==> config.mk <==
export PLATFORM = sky130hd
export DESIGN_NAME = screen_scaler
export DESIGN_NICKNAME = d
export VERILOG_FILES = /design/src/rtl/screen_scaler.sv
export SDC_FILE = /design/constraint.sdc
export NUM_CORES = 1
export LEC_CHECK = 0
export CAP_MARGIN = 5
export CORE_MARGIN = 10
export CORE_UTILIZATION = 37
export DETAILED_ROUTE_END_ITERATION = 10
export PLACE_DENSITY = 0.66
export RECOVER_POWER = 100
export SYNTH_ARGS = -nofsm -noshare
export SYNTH_HDL_FRONTEND = slang
export SYNTH_SLANG_ARGS = --single-unit
==> constraint.sdc <==
create_clock -name clk -period 2.8 [get_ports clk]
set_clock_uncertainty 0.2 [all_clocks]
set_input_delay 0.7 -clock clk [delete_from_list [all_inputs] [get_ports clk]]
set_output_delay 0.7 -clock clk [all_outputs]
set_load 0.1 [all_outputs]
==> src/rtl/screen_scaler.sv <==
// screen_scaler: VGA timing generator with an integer pixel-to-cell scaler.
// A free-running (h, v) raster counter drives sync/blanking. A letterbox
// window inside the active area is divided into X_MAX x Y_MAX cells of
// X_SCALE x Y_SCALE pixels. All outputs are registered, so the outputs
// for raster position (h, v) appear one clock after the counters hold it.
// X_MAX and Y_MAX must be at least 2 so that x and y have a nonzero width.
module screen_scaler #(
   parameter int H_ACTIVE = 640,
   parameter int H_FP     = 16,
   parameter int H_SYNC   = 96,
   parameter int H_BP     = 48,
   parameter int V_ACTIVE = 480,
   parameter int V_FP     = 10,
   parameter int V_SYNC   = 2,
   parameter int V_BP     = 33,
   parameter int HS_POL   = 0,
   parameter int VS_POL   = 0,
   parameter int X_MAX    = 64,
   parameter int Y_MAX    = 32,
   parameter int X_SCALE  = 10,
   parameter int Y_SCALE  = 15,
   parameter int X_OFFSET = 0,
   parameter int Y_OFFSET = 0
) (
   input  logic                       clk,
   input  logic                       rst,
   output logic [$clog2(X_MAX)-1:0]   x,
   output logic [$clog2(Y_MAX)-1:0]   y,
   output logic                       in_window,
   output logic                       hs,
   output logic                       hs_valid,
   output logic                       vs,
   output logic                       vs_valid,
   output logic                       frame_start
);

   localparam int H_TOTAL = H_ACTIVE + H_FP + H_SYNC + H_BP;
   localparam int V_TOTAL = V_ACTIVE + V_FP + V_SYNC + V_BP;
   localparam int HW      = $clog2(H_TOTAL + 1);
   localparam int VW      = $clog2(V_TOTAL + 1);
   localparam int XW      = $clog2(X_MAX);
   localparam int YW      = $clog2(Y_MAX);
   localparam int XDW     = (X_SCALE > 1) ? $clog2(X_SCALE) : 1;
   localparam int YDW     = (Y_SCALE > 1) ? $clog2(Y_SCALE) : 1;
   localparam int X_SPAN  = X_MAX * X_SCALE;
   localparam int Y_SPAN  = Y_MAX * Y_SCALE;

   localparam logic [HW-1:0]  H_LAST_C      = HW'(H_TOTAL - 1);
   localparam logic [HW-1:0]  H_ACT_C       = HW'(H_ACTIVE);
   localparam logic [HW-1:0]  HS_BEG_C      = HW'(H_ACTIVE + H_FP);
   localparam logic [HW-1:0]  HS_LEN_C      = HW'(H_SYNC);
   localparam logic [HW-1:0]  X_OFF_C       = HW'(X_OFFSET);
   localparam logic [HW-1:0]  X_SPAN_C      = HW'(X_SPAN);
   localparam logic [HW-1:0]  X_LAST_C      = HW'(X_OFFSET + X_SPAN - 1);
   localparam logic [VW-1:0]  V_LAST_C      = VW'(V_TOTAL - 1);
   localparam logic [VW-1:0]  V_ACT_C       = VW'(V_ACTIVE);
   localparam logic [VW-1:0]  VS_BEG_C      = VW'(V_ACTIVE + V_FP);
   localparam logic [VW-1:0]  VS_LEN_C      = VW'(V_SYNC);
   localparam logic [VW-1:0]  Y_OFF_C       = VW'(Y_OFFSET);
   localparam logic [VW-1:0]  Y_SPAN_C      = VW'(Y_SPAN);
   localparam logic [XDW-1:0] X_DIV_LAST_C  = XDW'(X_SCALE - 1);
   localparam logic [YDW-1:0] Y_DIV_LAST_C  = YDW'(Y_SCALE - 1);
   localparam logic [XW-1:0]  X_CELL_LAST_C = XW'(X_MAX - 1);
   localparam logic [YW-1:0]  Y_CELL_LAST_C = YW'(Y_MAX - 1);
   localparam logic           HS_ON_C       = 1'(HS_POL);
   localparam logic           VS_ON_C       = 1'(VS_POL);

   // Reject windows that do not fit inside the active area at elaboration.
   if ((X_OFFSET + X_SPAN) > H_ACTIVE) begin : g_bad_x_window
      $error("screen_scaler: X_OFFSET + X_MAX*X_SCALE exceeds H_ACTIVE");
   end
   if ((Y_OFFSET + Y_SPAN) > V_ACTIVE) begin : g_bad_y_window
      $error("screen_scaler: Y_OFFSET + Y_MAX*Y_SCALE exceeds V_ACTIVE");
   end

   logic [HW-1:0]  h_r, h_nxt_s;
   logic [VW-1:0]  v_r, v_nxt_s;
   logic [XDW-1:0] x_div_r, x_div_nxt_s;
   logic [YDW-1:0] y_div_r, y_div_nxt_s;
   logic [XW-1:0]  x_cell_r, x_cell_nxt_s;
   logic [YW-1:0]  y_cell_r, y_cell_nxt_s;

   logic [HW-1:0]  h_xrel_s, h_srel_s;
   logic [VW-1:0]  v_yrel_s, v_srel_s;
   logic           hwin_s, vwin_s, win_s, h_win_last_s, frame_end_s;
   logic           hs_act_s, vs_act_s;

   logic [XW-1:0]  x_r;
   logic [YW-1:0]  y_r;
   logic           in_window_r, hs_r, hs_valid_r, vs_r, vs_valid_r, frame_start_r;

   // Range tests are done as unsigned (pos - start) < length: a position
   // before the start wraps to a large value and falls outside the range.
   always_comb begin
      h_xrel_s     = h_r - X_OFF_C;
      h_srel_s     = h_r - HS_BEG_C;
      v_yrel_s     = v_r - Y_OFF_C;
      v_srel_s     = v_r - VS_BEG_C;
      hwin_s       = (h_xrel_s < X_SPAN_C);
      vwin_s       = (v_yrel_s < Y_SPAN_C);
      win_s        = hwin_s & vwin_s;
      h_win_last_s = (h_r == X_LAST_C);
      frame_end_s  = (h_r == H_LAST_C) && (v_r == V_LAST_C);
      hs_act_s     = (h_srel_s < HS_LEN_C);
      vs_act_s     = (v_srel_s < VS_LEN_C);
   end

   // Next raster position: h wraps at the end of the line, v steps on that wrap.
   always_comb begin
      v_nxt_s = v_r;
      if (h_r == H_LAST_C) begin
         h_nxt_s = {HW{1'b0}};
         if (v_r == V_LAST_C) begin
            v_nxt_s = {VW{1'b0}};
         end else begin
            v_nxt_s = v_r + VW'(1'b1);
         end
      end else begin
         h_nxt_s = h_r + HW'(1'b1);
      end
   end

   // Horizontal cell tracking: divide window pixels by X_SCALE, clear outside
   // the window and on the last window pixel so each line restarts at cell 0.
   always_comb begin
      x_div_nxt_s  = {XDW{1'b0}};
      x_cell_nxt_s = {XW{1'b0}};
      if (win_s && !h_win_last_s) begin
         if (x_div_r == X_DIV_LAST_C) begin
            x_div_nxt_s = {XDW{1'b0}};
            if (x_cell_r == X_CELL_LAST_C) begin
               x_cell_nxt_s = x_cell_r;
            end else begin
               x_cell_nxt_s = x_cell_r + XW'(1'b1);
            end
         end else begin
            x_div_nxt_s  = x_div_r + XDW'(1'b1);
            x_cell_nxt_s = x_cell_r;
         end
      end else begin
         x_div_nxt_s  = {XDW{1'b0}};
         x_cell_nxt_s = {XW{1'b0}};
      end
   end

   // Vertical cell tracking: one step per window line, taken on the last
   // window pixel; the final window line wraps the row back to 0.
   always_comb begin
      y_div_nxt_s  = y_div_r;
      y_cell_nxt_s = y_cell_r;
      if (frame_end_s) begin
         y_div_nxt_s  = {YDW{1'b0}};
         y_cell_nxt_s = {YW{1'b0}};
      end else if (vwin_s && h_win_last_s) begin
         if (y_div_r == Y_DIV_LAST_C) begin
            y_div_nxt_s = {YDW{1'b0}};
            if (y_cell_r == Y_CELL_LAST_C) begin
               y_cell_nxt_s = {YW{1'b0}};
            end else begin
               y_cell_nxt_s = y_cell_r + YW'(1'b1);
            end
         end else begin
            y_div_nxt_s  = y_div_r + YDW'(1'b1);
            y_cell_nxt_s = y_cell_r;
         end
      end else begin
         y_div_nxt_s  = y_div_r;
         y_cell_nxt_s = y_cell_r;
      end
   end

   // Raster and cell state registers; reset restarts the frame at (0,0).
   always_ff @(posedge clk) begin
      if (rst) begin
         h_r      <= {HW{1'b0}};
         v_r      <= {VW{1'b0}};
         x_div_r  <= {XDW{1'b0}};
         y_div_r  <= {YDW{1'b0}};
         x_cell_r <= {XW{1'b0}};
         y_cell_r <= {YW{1'b0}};
      end else begin
         h_r      <= h_nxt_s;
         v_r      <= v_nxt_s;
         x_div_r  <= x_div_nxt_s;
         y_div_r  <= y_div_nxt_s;
         x_cell_r <= x_cell_nxt_s;
         y_cell_r <= y_cell_nxt_s;
      end
   end

   // Output registers: decode the current position one clock behind the counters.
   always_ff @(posedge clk) begin
      if (rst) begin
         x_r           <= {XW{1'b0}};
         y_r           <= {YW{1'b0}};
         in_window_r   <= 1'b0;
         hs_r          <= ~HS_ON_C;
         hs_valid_r    <= 1'b0;
         vs_r          <= ~VS_ON_C;
         vs_valid_r    <= 1'b0;
         frame_start_r <= 1'b0;
      end else begin
         x_r           <= win_s ? x_cell_r : {XW{1'b0}};
         y_r           <= win_s ? y_cell_r : {YW{1'b0}};
         in_window_r   <= win_s;
         hs_r          <= hs_act_s ? HS_ON_C : ~HS_ON_C;
         hs_valid_r    <= (h_r < H_ACT_C);
         vs_r          <= vs_act_s ? VS_ON_C : ~VS_ON_C;
         vs_valid_r    <= (v_r < V_ACT_C);
         frame_start_r <= (h_r == {HW{1'b0}}) && (v_r == {VW{1'b0}});
      end
   end

   assign x           = x_r;
   assign y           = y_r;
   assign in_window   = in_window_r;
   assign hs          = hs_r;
   assign hs_valid    = hs_valid_r;
   assign vs          = vs_r;
   assign vs_valid    = vs_valid_r;
   assign frame_start = frame_start_r;

endmodule

# Word level (Yosys, flattened, before mapping)
# Cells that the tools add are included.
# totals
register_bits	56
latch_bits	0
ramBits	0
rom_bits	0
in_bits	2
elab_cells	56
mem_count	0
# op_classes
add_sub_neg	8
n_mul	0
div_mod_pow	0
magnitude_cmp	4
n_eq_ne	7
shift	0
mux	5
n_bitwise	4
n_reduce_logical	14
# op_table
operator	n
== test 10 bit, second input constant	3
adder 10 x 1 -> 10 bit, second input constant	2
logical NOT 10 bit	2
less-than comparator 10 bit, second input constant	1
less-than comparator 10 x 2 -> 1 bit, second input constant	1
less-than comparator 10 x 7 -> 1 bit, second input constant	1
less-than comparator 10 x 9 -> 1 bit, second input constant	1
two-way mux 10 bit	1
subtractor 10 bit, second input constant	1
subtractor 10 x 9 -> 10 bit, second input constant	1
adder 4 x 1 -> 4 bit, second input constant	2
== test 4 bit, second input constant	2
OR reduction 2 bit	4
adder 6 x 1 -> 6 bit, second input constant	1
== test 6 bit, second input constant	1
adder 5 x 1 -> 5 bit, second input constant	1
== test 5 bit, second input constant	1
two-way mux 5 bit	1
logical AND 1 bit	4
two-way mux 4 bit	1
AND reduction 2 bit	2
NOT 1 bit	3
OR reduction 3 bit	1
two-way mux 1 bit	2
other kinds (2)	2

# Depth between registers and ports, before layout
# Gate-level depths: netlist of the first run.
# logic_depth
ltp_word	5
ltp_mapped	7
depth_no_buf	7

# Worst setup path after synthesis of the first run
# No wires, ideal clock.
# synth_path
path_type	reg-to-reg
start	reg h_r[0]
end	reg v_r[6]
t_arrival_ns	1.830
required_time_ns	2.528
slack_ns	0.698
path_stages_with_launch	7
path_buffers	1
period_less_slack_ns	2.102
path_cell_list	dfxtp_1 > ha_1 > and3_1 > buf_2 > nand4_1 > or4b_2 > a21oi_1
# synth_between
elab_chain_cells	1
# synth_lines
element	line	text
start, declared	76	logic [HW-1:0] h_r, h_nxt_s;
start signal, assigned	175	h_r <= {HW{1'b0}};
start signal, assigned	182	h_r <= h_nxt_s;
== test 10 bit	111	if (h_r == H_LAST_C) begin
end signal, assigned	176	v_r <= {VW{1'b0}};
end signal, assigned	183	v_r <= v_nxt_s;
end, declared	77	logic [VW-1:0] v_r, v_nxt_s;
# No other way between the ends.
# A chain may end at the register's enable or synchronous reset.

# Worst setup path after layout of the first run
# layout_path
start	reg h_r[0]
end	reg y_cell_r[3]
# layout_between
elab_chain_cells	3
word_cells_on_any_way	6
cone_classes	2 x eq/ne; 4 x reduce/logical
# layout_lines
element	line	text
== test 10 bit (on tied branches)	102, 103	
logical AND 1 bit (on tied branches)	154, 103	
AND reduction 2 bit (no line) or OR reduction 2 bit (tied branches)	-	
end signal, assigned	180	y_cell_r <= {YW{1'b0}};
end signal, assigned	187	y_cell_r <= y_cell_nxt_s;
end, declared	81	logic [YW-1:0] y_cell_r, y_cell_nxt_s;
# Parallel ways exist; a longest one is shown, timed or not.

==> summary.txt, run 1 <==
Clock tree
  – Clock Tree Buf Depth: 2
  – CTS tree: yes
  – Root Driver: clkbuf_8
  – Clk pin slew, worst setup/hold paths: 0.10 ns
  – H-tree depth: 2
  – Hold Buf Count CTS: 0
  – Setup bufs post-CTS: 0
  – CTS sink cnt: 56
  – CTS Buf Count: 5
  – Clock Latency Late Sink: 0.31 ns
  – Post-CTS resize count: 0

Critical path
  – Worst Path Arrival: 2.49 ns
  – Cell family with most CP delay: simple AND/OR/NAND/NOR gates
  – Flop2flop setup slack: 0.37 ns
  – Largest fanout on the critical path: 13
  – Crit path launch type: flop
  – Crit. End Element: flop
  – CP Class: reg -> reg
  – WP data required: 2.85 ns
  – Slowest cell on the critical path: or3_1
  – CP bufs+invs: 0
  – CP peak stage delay: 0.63 ns
  – Worst-path cell chain: ha_1, nand3_1, or3_1, or4_1, a21oi_1

STA
  – Hold slack: 0.2798 ns
  – Minimum clock period: 2.434 ns
  – Worst slew margin: 20.63%
  – Fin. Hold Viols: 0
  – # setup viols final: 0
  – Max Slew Vio Count: 0
  – Final setup TNS: 0 ns
  – Setup WS post-layout: 0.3661 ns
  – Fin crit share: 86.93%
  – Transition time at the pin with the least slew margin: 1.196 ns
  – Highest Clock Rate: 410.9 MHz
  – RSZ-0062 raised after global routing: false

Power and ir drop
  – Switching share of power: 25.05%
  – Share of total power in sequential cells: 60.8%
  – Clock power frac: 34.1%
  – LEAKAGE: 0.9880 nW
  – Total power: 1.342 mW
  – Pwr Density: 463.2 nW/um^2
  – Comb pwr share: 5.1%
  – Total net switching power: 0.3362 mW
  – Internal power: 1.006 mW
  – VDD IR max: 0.0002491 V

Route
  – Initial drt markers: 149
  – Vias/cell: 5.163
  – Routed wire length: 5323 microns
  – WL/cell: 12.98 microns
  – DRT Pass-1 Iters: 5
  – DRC violations left: 0
  – Via count: 2117
  – Antenna Nets Post-Route: 0

Placement
  – Final Wtd Congestion: 0.8482
  – Count of port buffers added during placement: 18
  – HPWL Detailed: 3845 microns
  – Dpl ws: 0.4985 ns

GRT
  – Initial antenna violation count: 0
  – Met2 Use GR: 14.41%
  – First-pass GRT wire length: 8963 microns
  – Tot GR Track Use: 9.513%
  – Met3 Use GR: 2.518%
  – Layer carrying the most global-route usage: met2
  – Pin count of the biggest net entering global routing: 20
  – M1 GR Usage: 12.32%
  – Vias in the first global route: 1868
  – Grt ovf: 0

Logic synthesis
  – #FFs+latches synth: 56
  – Mux contribution to synthesized area: 1.169%
  – Mapped Cells: 299
  – Yosys warns: 0
  – Post-synth design cell area: 2676 sq um
  – Main combinational cell family by area after synthesis: simple AND/OR/NAND/NOR gates
  – Main flop type after synthesis: dfxtp_1
  – Top cells by area, synth: dfxtp_1 42%, ha_1 7.0%, xnor2_1 3.9%, nor2_1 3.6%, a21oi_1 3.4%
  – Async SR Flop Fraction: 0%
  – Sequential area share after synthesis: 41.89%
  – Area leader, netlist: dfxtp_1
  – Mapped Avg Cell Area: 8.951 sq um
  – Top-area cell type share of the netlist area: 41.89%
  – Post-Synth XOR/XNOR Area: 6.218%
  – Compound-Gate Fraction of Synth Area: 11.59%
  – Post-synthesis adder-cell area fraction: 7.013%
  – Post-Synth Simple-Gate Area: 27.12%
  – EDFF count, synth: 0
  – Yosys cell types: 47
  – Mapped Nets: 316

Floorplanning
  – Die X: 105.1 microns
  – Core box area: 6907 sq um
  – Starting density of the core: 38.75%
  – Die ar.: 11040 sq um
  – # IOs: 19
  – Row cnt: 30
  – Die H: 105.1 microns

Outcome
  – Status: finished clean

Finish
  – N_diodes: 0
  – # nets final: 330
  – Layout cell share with drive strength beyond 1: 4.140%
  – Layout area overhead: 8.228%

Run
  – Max-capacitance violation count: 0

Hold path
  – Hold/Removal Path Class: reg -> reg
## cell type report
cell class / instances / area, sq um
Fill cell: 712 / 4010
Multi-Input combinational cell: 215 / 1416
Sequential cell: 56 / 1121
Tap cell: 96 / 120.1
Timing Repair Buffer: 22 / 96.34
Clock buffer: 5 / 68.82
Inverter: 13 / 48.80
Clock inverter: 3 / 25.02
## per-stage QoR
step,util (%),instance area [sq um],cells
global route,41.94,2897,410
CTS,43.04,2973,410
global placement,41.68,2879,402
detailed placement,41.68,2879,402
floorplan,-,2676,299
finish,41.94,2897,410
## synth_stat cells, types with 2 or more instances
cell type	count
xor2_1	7
and4b_1	2
nand4_1	11
nand3_1	11
ha_1	15
mux2i_1	2
nand2b_1	2
dfxtp_1	56
nand3b_1	2
o2111ai_1	2
xnor2_1	12
o211ai_1	2
nor3_1	10
buf_6	3
or4_1	5
nor2_1	26
a211oi_1	2
nor2b_1	2
or3_1	4
inv_1	13
and2_1	12
buf_2	5
nor4_1	8
nand2_1	15
clkbuf_1	6
o31ai_1	10
a21oi_1	18
nor3b_1	3
o21ai_0	10
and3_1	3
nand4b_1	4
## placed cells by master, fill, tap and decap left out, types with 8 or more instances in the layout
| cell | netlist | layout |
|---|---|---|
| o31ai_1 | 10 | 10 |
| a21oi_1 | 18 | 18 |
| nand3_1 | 11 | 11 |
| xnor2_1 | 12 | 12 |
| dfxtp_1 | 56 | 56 |
| nand2_1 | 15 | 15 |
| nand4_1 | 11 | 11 |
| o21ai_0 | 10 | 11 |
| ha_1 | 15 | 15 |
| inv_1 | 13 | 13 |
| nor3_1 | 10 | 10 |
| clkbuf_1 | 6 | 19 |
| nor2_1 | 26 | 26 |
| nor4_1 | 8 | 8 |
## state kept, by name, summed over array words and instances, names as in the netlist, 4 cells and up
signal    flops
y_div_r       4
v_r          10
x_div_r       4
y_cell_r      5
y             5
x_cell_r      6
h_r          10
x             6
## cell families (layout without fill, tap and decap cells)
family                   after synthesis  in the layout
buffers and inverters                 28             43
AND/OR/NAND/NOR                      128            128
AO/OA/AOI/OAI                         50             50
XOR/XNOR                              19             19
flip-flops                            56             56
adder cells (fa/ha/maj)               15             15
multiplexers                           3              3
## power by group through the flow
stage	sequential [mW]	combinational [mW]	clock, mW
finish	0.816	0.0691	0.457
global route	0.818	0.0757	0.504
CTS	0.816	0.0750	0.476
detailed placement	0.834	0.0747	0
global placement	0.834	0.0738	0
floorplan	0.860	0.0266	0
## routing by layer
metal | part of all wire (%) | wire [microns] | vias up
met5 | 0 | 0 | -
met4 | 1.2 | 62 | 0
met3 | 4.2 | 221 | 4
met2 | 46 | 2438 | 48
met1 | 49 | 2599 | 959
li1 | - | - | 1106
## path summary, 6_finish.rpt
kind / from / cells after the start / endpoint
setup / recovery: h_r[0] / 5 / y_cell_r[3]
hold / removal: h_r[0] / 1 / h_r[0]
hold reg to reg: h_r[0] / 1 / h_r[0]
setup reg to reg: h_r[0] / 5 / y_cell_r[3]
Power figures use the tool's default switching activity.
==> inputs of run 2 (changes only) <==
RECOVER_POWER = 25   (was 100)
==> summary.txt, run 2 (synthesis gave the netlist of run 1 again) <==
Critical path
  – CP bufs+invs: 1
  – Worst-path cell chain: clkbuf_1
  – WP data required: 1.90 ns
  – Slowest cell on the critical path: clkbuf_1
  – CP peak stage delay: 0.87 ns
  – Crit. End Element: primary output
  – Crit path launch type: flop
  – Cell family with most CP delay: buffers and inverters
  – Worst Path Arrival: 1.51 ns
  – CP Class: reg -> out
  – Largest fanout on the critical path: 1

Run
  – Max-capacitance violation count: 0

Finish
  – Layout area overhead: 9.537%
  – Most frequent cells in the layout: 56 x dfxtp_1, 26 x nor2_1, 18 x a21oi_1
  – # nets final: 330
  – Final instance area: 2932 sq um
  – Fill cells: 705
  – Multi-input gate area: 1421 sq um
  – Biggest regs: h_r (10), v_r (10)
  – N_diodes: 0
  – Layout cell share with drive strength beyond 1: 7.006%
  – Commonest non-fill, non-tap cell in the layout: dfxtp_1
  – Reg area: 1121 sq um
  – Final core occ: 42.45%

GRT
  – Pin count of the biggest net entering global routing: 20
  – Initial antenna violation count: 0
  – Grt ovf: 0
  – First-pass GRT wire length: 8963 microns
  – Tot GR Track Use: 9.513%
  – Vias in the first global route: 1868

Placement
  – Placed cell area: 2879 sq um
  – Dpl ws: 0.4985 ns
  – HPWL Detailed: 3845 microns
  – Count of port buffers added during placement: 18
  – Final Wtd Congestion: 0.8482

Route
  – Initial drt markers: 127
  – Via count: 2112
  – DRT Pass-1 Iters: 4
  – Met2 WL: 2431 microns
  – WL/cell: 12.98 microns
  – Routed wl met3: 214 microns
  – Vias/cell: 5.151
  – DRC violations left: 0
  – Wl on met1: 2612 microns
  – Routed wire length: 5320 microns
  – Antenna Nets Post-Route: 0
  – Top sig layer: met4

Floorplanning
  – Core box area: 6907 sq um
  – Starting density of the core: 38.75%
  – Die X: 105.1 microns
  – # IOs: 19
  – Die H: 105.1 microns
  – Die ar.: 11040 sq um
  – Row cnt: 30

STA
  – # setup viols final: 0
  – RSZ-0062 raised after global routing: false
  – Final setup TNS: 0 ns
  – Transition time at the pin with the least slew margin: 1.195 ns
  – Worst slew margin: 20.68%
  – Highest Clock Rate: 414.7 MHz
  – Setup WS post-layout: 0.3889 ns
  – Max Slew Vio Count: 0
  – Fin. Hold Viols: 0
  – Fin crit share: 86.11%
  – Minimum clock period: 2.411 ns

Clock tree
  – Hold Buf Count CTS: 0
  – H-tree depth: 2
  – Clk pin slew, worst setup/hold paths: 0.10 ns
  – CTS tree: yes
  – Setup bufs post-CTS: 0
  – CTS sink cnt: 56
  – Clock Latency Late Sink: 0.31 ns
  – Root Driver: clkbuf_8
  – Clock Tree Buf Depth: 2
  – Post-CTS resize count: 0
  – CTS Buf Count: 5

Power and ir drop
  – Pwr Density: 458.8 nW/um^2
  – LEAKAGE: 1.028 nW
  – VDD IR max: 0.0002494 V
  – Total power: 1.345 mW

Hold path
  – Hold/Removal Path Class: reg -> reg

Outcome
  – Status: finished clean
## run 2: worst paths after layout
kind | startpoint | to | slack, ns | cells after the start
worst max-delay path | x[0] | x[0] | 0.39 | 1
worst min-delay path | h_r[0] | h_r[0] | 0.28 | 1
worst max register to register | h_r[5] | v_r[6] | 0.48 | 6
worst min register to register | h_r[0] | h_r[0] | 0.28 | 1
## run 2: report_power, final
part           leakage [nW]  internal, mW  total, mW  switching [mW]
combinational         0.529        0.0169     0.0704          0.0534
sequential            0.454         0.807      0.816         0.00845
clock                0.0452         0.183      0.459           0.276
## run 2: layout make-up
| cell class | instances | share of cell area (%) |
|---|---|---|
| clock buffer | 5 | 2.347 |
| clock inverter | 3 | 0.8536 |
| multi-input combinational | 215 | 48.48 |
| inverter | 13 | 1.665 |
| sequential | 56 | 38.24 |
| timing repair buffer | 22 | 4.311 |
| tap | 96 | 4.097 |
## run 2: metrics by stage
step | std cells | hold slack (ns)
2_1_floorplan | 299 | 0.2412
3_3_place_gp | 402 | 0.2614
3_5_place_dp | 402 | 0.2615
4_1_cts | 410 | 0.2848
5_1_grt | 410 | 0.3163
6_report | 410 | 0.2797
## run 2: layer usage
metal  vias to the layer above  track usage [%]
met4                         0            4.314
met1                       961            12.32
met2                        40            14.41
li1                       1107                -
met5                         -                0
met3                         4            2.518
==> inputs of run 3 (changes only) <==
CAP_MARGIN = 0   (was 5)
==> results of run 3 <==
The final DEF is identical to that of run 2; final timing and power are the same.
